## src/rtl/rk2_var2_frame_receiver_pkg.sv

```systemverilog
`default_nettype none
// ============================================================================
//  Module   : rk2_var2_frame_receiver_pkg
//  Brief    : Shared types and constants for the byte-serial frame receiver.
//  Revision : 1.0  initial release
// ============================================================================
package rk2_var2_frame_receiver_pkg;

  typedef enum logic [2:0] {
    ST_IDLE = 3'd0,
    ST_DHI  = 3'd1,
    ST_DLO  = 3'd2,
    ST_DONE = 3'd3,
    ST_ERR  = 3'd4
  } state_t;

  // Header + data_hi + data_lo
  localparam int unsigned c_frame_len    = 3;
  localparam logic [3:0]  c_sync_default = 4'hC;

endpackage
`default_nettype wire

```

## src/rtl/rk2_var2_frame_receiver.sv

```systemverilog
`default_nettype none
// ============================================================================
//  Module   : rk2_var2_frame_receiver
//  Brief    : Slave-side deserializer: header + two data bytes under active-low
//             chip select; registered ack/err pulses and held 16-bit payload.
//  Revision : 1.0  initial release
// ============================================================================
module rk2_var2_frame_receiver
  import rk2_var2_frame_receiver_pkg::*;
#(
  parameter logic [3:0] SYNC = c_sync_default
) (
  input  logic        clk,
  input  logic        rst,
  input  logic        cs,
  input  logic [7:0]  d_in,
  output logic        ack,
  output logic        err,
  output logic [15:0] d_out
);

  state_t     r_state;
  logic [7:0] r_data_hi;

  always_ff @(posedge clk or negedge rst) begin
    if (!rst) begin
      r_state   <= ST_IDLE;
      r_data_hi <= 8'h00;
      d_out     <= 16'h0000;
      ack       <= 1'b0;
      err       <= 1'b0;
    end else begin
      // Pulses are one cycle wide unless re-asserted below
      ack <= 1'b0;
      err <= 1'b0;
      case (r_state)
        ST_IDLE: begin
          if (!cs) begin
            if (d_in[7:4] == SYNC) begin
              r_state <= ST_DHI;
            end else begin
              r_state <= ST_ERR;
              err     <= 1'b1;
            end
          end
        end
        ST_DHI: begin
          if (!cs) begin
            r_data_hi <= d_in;
            r_state   <= ST_DLO;
          end else begin
            err     <= 1'b1;
            r_state <= ST_IDLE;
          end
        end
        ST_DLO: begin
          if (!cs) begin
            d_out   <= {r_data_hi, d_in};
            ack     <= 1'b1;
            r_state <= ST_DONE;
          end else begin
            err     <= 1'b1;
            r_state <= ST_IDLE;
          end
        end
        ST_DONE: begin
          // A byte beyond the frame length makes the frame overlong
          if (!cs) begin
            err     <= 1'b1;
            r_state <= ST_ERR;
          end else begin
            r_state <= ST_IDLE;
          end
        end
        ST_ERR: begin
          if (cs) r_state <= ST_IDLE;
        end
        default: r_state <= ST_IDLE;
      endcase
    end
  end

endmodule
`default_nettype wire

```

## config.mk

```make
export PLATFORM = sky130hd
export DESIGN_NAME = rk2_var2_frame_receiver
export DESIGN_NICKNAME = d
export VERILOG_FILES = /design/src/rtl/rk2_var2_frame_receiver_pkg.sv /design/src/rtl/rk2_var2_frame_receiver.sv
export SDC_FILE = /design/constraint.sdc
export NUM_CORES = 1
export LEC_CHECK = 0
export ABC_CLOCK_PERIOD_IN_PS = 1800
export CAP_MARGIN = 15
export CORE_UTILIZATION = 30
export DETAILED_ROUTE_END_ITERATION = 10
export PLACE_DENSITY = 0.62
export SKIP_CTS_REPAIR_TIMING = 1
export SYNTH_ARGS = -nofsm -noshare
export SYNTH_HDL_FRONTEND = slang
export SYNTH_SLANG_ARGS = --single-unit
```

## constraint.sdc

```tcl
create_clock -name clk -period 1.8 [get_ports clk]
set_clock_uncertainty 0.05 [all_clocks]
set_input_delay 0.45 -clock clk [delete_from_list [all_inputs] [get_ports clk]]
set_output_delay 0.45 -clock clk [all_outputs]
set_load 0.1 [all_outputs]
```

==> impl_metrics.py, run 1 <==
metrics = {
    "sta": {
        "hold_slack_ns": 0.4522,
        "rsz0062_at_grt": "false",
        "fmax_mhz": 643.7,
        "max-slew-margin-rel_pct": 73.51,
        "tightestPinTransition_ns": 0.3873,
        "slew_violations": 0,
        "final_hold_viol_count": 0,
        "period_share_pct": 86.30,
        "setup_viol": 0,
        "period_needed_ns": 1.553,
    },
    "synthesis": {
        "synth_top_area_cell": "dfrtp_1",
        "ys_seq_area_share_pct": 61.83,
        "synth.cell_area_mm2": 0.001174,
        "synthTopCellsByArea": "dfrtp_1, mux2_2, mux2_4",
        "synthTopCellsByCount": "dfrtp_1, mux2_2, mux2_4",
        "synth_top_area_share_pct": 61.83,
        "async_flop_share_pct": 100.0,
        "avgSynthCellArea_um2": 16.77,
        "ys_types": 19,
        "synth_nets": 81,
        "synth_seq_cells": 29,
        "synth_cells": 70,
        "ys_warn_count": 0,
        "ys.flop_type": "dfrtp_1",
        "synth-edff-count": 0,
        "yosysMostFrequentCell": "dfrtp_1",
    },
    "grt": {
        "gr-usage-all-layers_pct": 12.07,
        "grt.overflow.total": 0,
        "grt_pass1_wl_um": 3712,
        "antenna_found_initial": 0,
        "grt_pass1_vias": 811,
        "grt_max_degree": 30,
    },
    "die": {
        "pin_count": 29,
        "die_w_um": 64.55,
        "die_h_um": 64.55,
        "die_area_mm2": 0.004166,
        "row_count": 22,
        "start_util_pct": 31.58,
        "fp.coreArea_mm2": 0.003716,
    },
    "place": {
        "placed_cell_area_mm2": 0.001747,
        "dp_hpwl_um": 1532,
        "gp_congestion": 0.7396,
        "portBuffers": 28,
    },
    "setup_path": {
        "required_ns": 1.90,
        "slowest_stage": "dfrtp_1",
        "arrival_ns": 1.66,
        "rrSetupSlack_ns": 0.25,
        "crit_fanout": 18,
        "rr_worst_depth": 3,
        "endpoint_kind": "flop",
        "cp_slowest_stage_delay_ns": 0.47,
        "setup.worst_path.start": "r_state[2]$_DFFE_PN0P_",
        "path_class": "flop to flop",
        "rr_endpoint": "d_out[12]$_DFFE_PN0P_",
        "endpoint": "d_out[12]$_DFFE_PN0P_",
        "r2r_start": "r_state[2]$_DFFE_PN0P_",
        "startpoint_type": "flop",
        "crit_chain": "nor4_4 > buf_12 > mux2_2",
    },
    "clock_tree": {
        "insertion_delay_ns": 0.27,
        "htreeDepth": 2,
        "cts_buffers": 5,
        "clkTransAtPathRegs_ns": 0.06,
        "tritoncts": "yes",
        "clock_path_buffers": 2,
        "clockRootBuffer": "clkbuf_8",
        "cts_sinks": 29,
    },
    "cells_and_area": {
        "final_cell_area_mm2": 0.001851,
        "post-route-util_pct": 49.80,
        "nets": 120,
        "num_antenna_cells": 0,
        "layout-drive-gt1-share_pct": 55.45,
        "area_delta_synth_final_pct": 57.68,
    },
    "power_and_ir_drop": {
        "p_leak_nw": 0.8388,
        "irDropWorstVdd_mv": 0.5516,
        "p_total_mw": 1.708,
        "cellPowerDensity_mw_per_mm2": 922.9,
    },
    "worst_hold_path": {
        "hold_path_class": "flop to flop",
    },
    "status": {
        "status": "complete, no violations",
    },
    "flow_run": {
        "cap_violations": 0,
    },
    "drt": {
        "firstDrtPassIters": 4,
        "drt_iter0_markers": 23,
        "ant_nets": 0,
        "post_drt_wl_per_cell_um": 13.73,
        "via_per_inst": 4.424,
        "routed_wl_um": 2170,
        "drc": 0,
        "vias": 699,
    },
}
[power breakdown]
part | total (mW) | internal [mW] | switching, mW
Combinational | 0.387 | 0.161 | 0.226
Clock | 0.576 | 0.345 | 0.231
Sequential | 0.744 | 0.702 | 0.0423
[cells by family after synthesis]
kind of cell              Yosys count  share of synthesized area (%)
buffers and inverters               4                          2.451
xor gates and xnor gates            1                         0.7464
and+or+nand+nor                     7                          6.609
AOI/OAI and AO/OA                   5                          2.772
DFF                                29                          61.83
muxes                              24                          25.59
[worst max-delay path, delay by kind of cell, from the launching register on]
family / cells / cell delay (ns)
muxes: 1 / 0.35
buffers and inverters: 1 / 0.21
and+or+nand+nor: 1 / 0.35
DFF: 1 / 0.47
[worst min path at each step]
stage                                   from                    end  slack, ns  cells after the start
floorplan                                rst          ack$_DFF_PN0_       0.10                      0
global placement    r_data_hi[5]$_DFFE_PN0P_  d_out[13]$_DFFE_PN0P_       0.43                      1
detailed placement  r_data_hi[0]$_DFFE_PN0P_   d_out[8]$_DFFE_PN0P_       0.45                      1
CTS                 r_data_hi[0]$_DFFE_PN0P_   d_out[8]$_DFFE_PN0P_       0.46                      1
finish              r_data_hi[6]$_DFFE_PN0P_  d_out[14]$_DFFE_PN0P_       0.45                      1
global route        r_data_hi[2]$_DFFE_PN0P_  d_out[10]$_DFFE_PN0P_       0.48                      1
[cell usage in the layout, fill, tap and decap left out, drive strengths merged]
| cell | instances |
|---|---|
| clkinv | 1 |
| inv | 1 |
| nand4bb | 1 |
| nor4b | 1 |
| nor4 | 1 |
| xnor2 | 1 |
| a2111oi | 1 |
| or2 | 1 |
| a221oi | 1 |
| a21oi | 2 |
| dlymetal6s2s | 1 |
| nand3b | 1 |
| nand2 | 1 |
| o21ai | 1 |
| nor2 | 1 |
| buf | 25 |
| mux2 | 24 |
| clkdlybuf4s50 | 9 |
| clkbuf | 7 |
| dfrtp | 29 |
[routing by layer]
layer  vias to the layer above  part of all wire, %  global-route usage (%)
li1                        328                    -                       -
met1                       348                   44                   15.25
met2                        23                   49                   18.68
met3                         0                  6.6                   5.634
met4                         0                    0                   2.778
met5                         -                    0                       0
[per-stage QoR]
step	setup TNS, ns	instances	setup WS [ns]
after global placement	-5.145	150	-0.2439
after CTS	-0.002173	158	-0.002173
after global routing	0	158	0.2087
after detailed placement	-6.092	150	-0.2882
after floorplan	0	70	0.1296
final	0	158	0.2466
[cell type report]
class	count	area, µm²
fillers	319	1866
flip-flops and latches	29	725.7
repair buffers	35	540.5
multi-input cells	37	419.2
clock buffers	7	96.34
well taps	48	60.06
clock inverters	1	5.005
inverters	1	3.754
[flip-flops by register name, indices dropped and copies added (netlist names)]
signal     count
d_out         16
err            1
r_data_hi      8
ack            1
r_state        3
Power figures use the tool's default switching activity.
==> run 2, diff against run 1 <==
--- a/config.mk
+++ b/config.mk
@@ -10,6 +10,7 @@
 export CORE_UTILIZATION = 30
 export DETAILED_ROUTE_END_ITERATION = 10
 export PLACE_DENSITY = 0.62
+export SETUP_SLACK_MARGIN = 0.4
 export SKIP_CTS_REPAIR_TIMING = 1
 export SYNTH_ARGS = -nofsm -noshare
 export SYNTH_HDL_FRONTEND = slang
==> run 2 against run 1 <==
Compared with the run above: clock-buffer cell count shrank 1; sequential share of layout area down 3.2 points; worst setup slack improved by 0.018 ns; first-iteration DRC count is 8.7% higher; sequential power hardly changed; global-route usage grew 1.1 points; flip-flop and latch count did not move; fmax up 1.2%; non-clock buffer count up 11; via count rose by 9.7%; critical endpoint is now d_out[8]$_DFFE_PN0P_; highest routed layer is now met4.
==> impl_metrics.py, run 2 (same netlist as run 1, synthesis figures left out) <==
metrics = {
    "grt": {
        "grt_pass1_wl_um": 3988,
        "grt_max_degree": 30,
        "grt_pass1_vias": 827,
        "antenna_found_initial": 0,
        "gr-usage-all-layers_pct": 13.21,
        "grt.overflow.total": 0,
    },
    "worst_hold_path": {
        "min_from": "r_data_hi[4]$_DFFE_PN0P_",
        "hold_path_class": "flop to flop",
        "hold-path-endpoint": "d_out[12]$_DFFE_PN0P_",
        "whs_path_depth": 1,
    },
    "cells_and_area": {
        "num_antenna_cells": 0,
        "largest_register_ffs": 16,
        "final_cell_mix": "dfrtp_1, buf_12, mux2_4",
        "fillers": 295,
        "largest_register": "d_out",
        "layout-drive-gt1-share_pct": 63.64,
        "post-route-util_pct": 54.55,
        "layout_commonest_cell": "dfrtp_1",
        "nets": 131,
        "area_delta_synth_final_pct": 72.71,
        "reg_top3": "d_out x16, r_data_hi x8, r_state x3",
    },
    "clock_tree": {
        "clock_path_buffers": 2,
        "insertion_delay_ns": 0.28,
        "cts_buffers": 5,
        "tritoncts": "yes",
        "clockRootBuffer": "clkbuf_8",
        "clkTransAtPathRegs_ns": 0.07,
        "htreeDepth": 2,
        "cts_sinks": 29,
    },
    "setup_path": {
        "rr_worst_depth": 4,
        "arrival_ns": 1.64,
        "cp_slowest_stage_delay_ns": 0.46,
        "critPathBufInv": 2,
        "r2r_start": "r_state[2]$_DFFE_PN0P_",
        "rr_endpoint": "d_out[8]$_DFFE_PN0P_",
        "path_class": "flop to flop",
        "slowest_stage": "dfrtp_2",
        "cpLargestDelayFamily": "flip-flops",
        "rrSetupSlack_ns": 0.26,
        "startpoint_type": "flop",
        "crit_chain": "nor4_4 > buf_4 > clkbuf_16 > mux2_4",
        "endpoint_kind": "flop",
        "required_ns": 1.91,
        "crit_fanout": 9,
    },
    "sta": {
        "fmax_mhz": 651.2,
        "tightestPinTransition_ns": 0.3726,
        "hold_slack_ns": 0.4553,
        "final_hold_viol_count": 0,
        "tns_ns": 0,
        "max-slew-margin-rel_pct": 75.16,
        "setup_viol": 0,
        "final.setup.worst_slack_ns": 0.2644,
        "rsz0062_at_grt": "true",
        "period_share_pct": 85.31,
        "period_needed_ns": 1.536,
        "slew_violations": 0,
    },
    "status": {
        "status": "complete, no violations",
    },
    "die": {
        "die_area_mm2": 0.004166,
        "fp.coreArea_mm2": 0.003716,
        "die_h_um": 64.55,
        "start_util_pct": 31.58,
        "die_w_um": 64.55,
        "pin_count": 29,
        "row_count": 22,
    },
    "drt": {
        "post_drt_wl_per_cell_um": 15.71,
        "routed_wl_um": 2655,
        "drt_iter0_markers": 25,
        "ant_nets": 0,
        "vias": 767,
        "drc": 0,
        "firstDrtPassIters": 3,
        "via_per_inst": 4.538,
    },
    "power_and_ir_drop": {
        "seq_power_share_pct": 44.7,
        "p_leak_nw": 0.9278,
        "p_total_mw": 1.671,
        "switching_share_pct": 30.98,
        "cellPowerDensity_mw_per_mm2": 824.3,
        "p_clk_share_pct": 30.2,
        "irDropWorstVdd_mv": 0.4403,
        "net-switching-power_uw": 517.5,
        "p_int_mw": 1.153,
        "p_comb_share_pct": 25.1,
    },
    "place": {
        "dp_hpwl_um": 1620,
        "pre_cts_slack_ns": -0.3200,
        "portBuffers": 28,
        "gp_congestion": 0.7161,
    },
    "flow_run": {
        "cap_violations": 0,
    },
}
run 2: cell count changes in the layout (fill, tap and decap cells not counted), moves of 4 or more:
cell and delta:
dfrtp_2 +4, mux2_2 -8, dfrtp_1 -4, mux2_4 +8
buf_4 +9
run 2: through the flow:
| step | std cells | area (µm²) |
|---|---|---|
| 6_report | 169 | 2027 |
| 5_1_grt | 169 | 2027 |
| 4_1_cts | 158 | 1857 |
| 3_5_place_dp | 150 | 1774 |
| 3_3_place_gp | 150 | 1774 |
| 2_1_floorplan | 70 | 1210 |
run 2: metal layers:
layer | share of wire, % | up-vias | GRT usage (%)
li1 | - | 346 | -
met1 | 42 | 389 | 15.50
met2 | 51 | 23 | 20.39
met3 | 3.6 | 9 | 4.049
met4 | 3.2 | 0 | 9.444
met5 | 0 | - | 0
run 2: layout make-up:
class | count | area [µm²] | share of cell area [%]
clock buffer | 6 | 72.57 | 3.580
clock inverter | 2 | 10.01 | 0.4938
inverter | 1 | 6.256 | 0.3086
multi-input combinational | 37 | 484.2 | 23.89
sequential | 29 | 730.7 | 36.05
tap | 48 | 60.06 | 2.963
timing repair buffer | 46 | 663.1 | 32.72
run 2: worst max path at each step:
stage / slack (ns) / to / cells after the start / from
final: 0.26 / d_out[8]$_DFFE_PN0P_ / 4 / r_state[2]$_DFFE_PN0P_
after global routing: 0.22 / d_out[8]$_DFFE_PN0P_ / 4 / r_state[2]$_DFFE_PN0P_
after CTS: -0.03 / d_out[1]$_DFFE_PN0P_ / 4 / cs
after detailed placement: -0.32 / d_out[2]$_DFFE_PN0P_ / 4 / cs
after global placement: -0.27 / d_out[13]$_DFFE_PN0P_ / 4 / cs
after floorplan: 0.16 / d_out[10]$_DFFE_PN0P_ / 3 / cs
run 2: worst reg2reg max path, cell delays in order, from the launching register on:
cell,delay (ns)
dfrtp_2,0.46
nor4_4,0.25
buf_4,0.18
clkbuf_16,0.17
mux2_4,0.30
run 2: power groups by stage:
stage,Sequential (mW),Clock [mW],Combinational (mW)
detailed placement,0.759,0,0.404
floorplan,0.913,0,0.0686
CTS,0.748,0.520,0.406
finish,0.747,0.504,0.420
global placement,0.755,0,0.399
global route,0.753,0.562,0.433
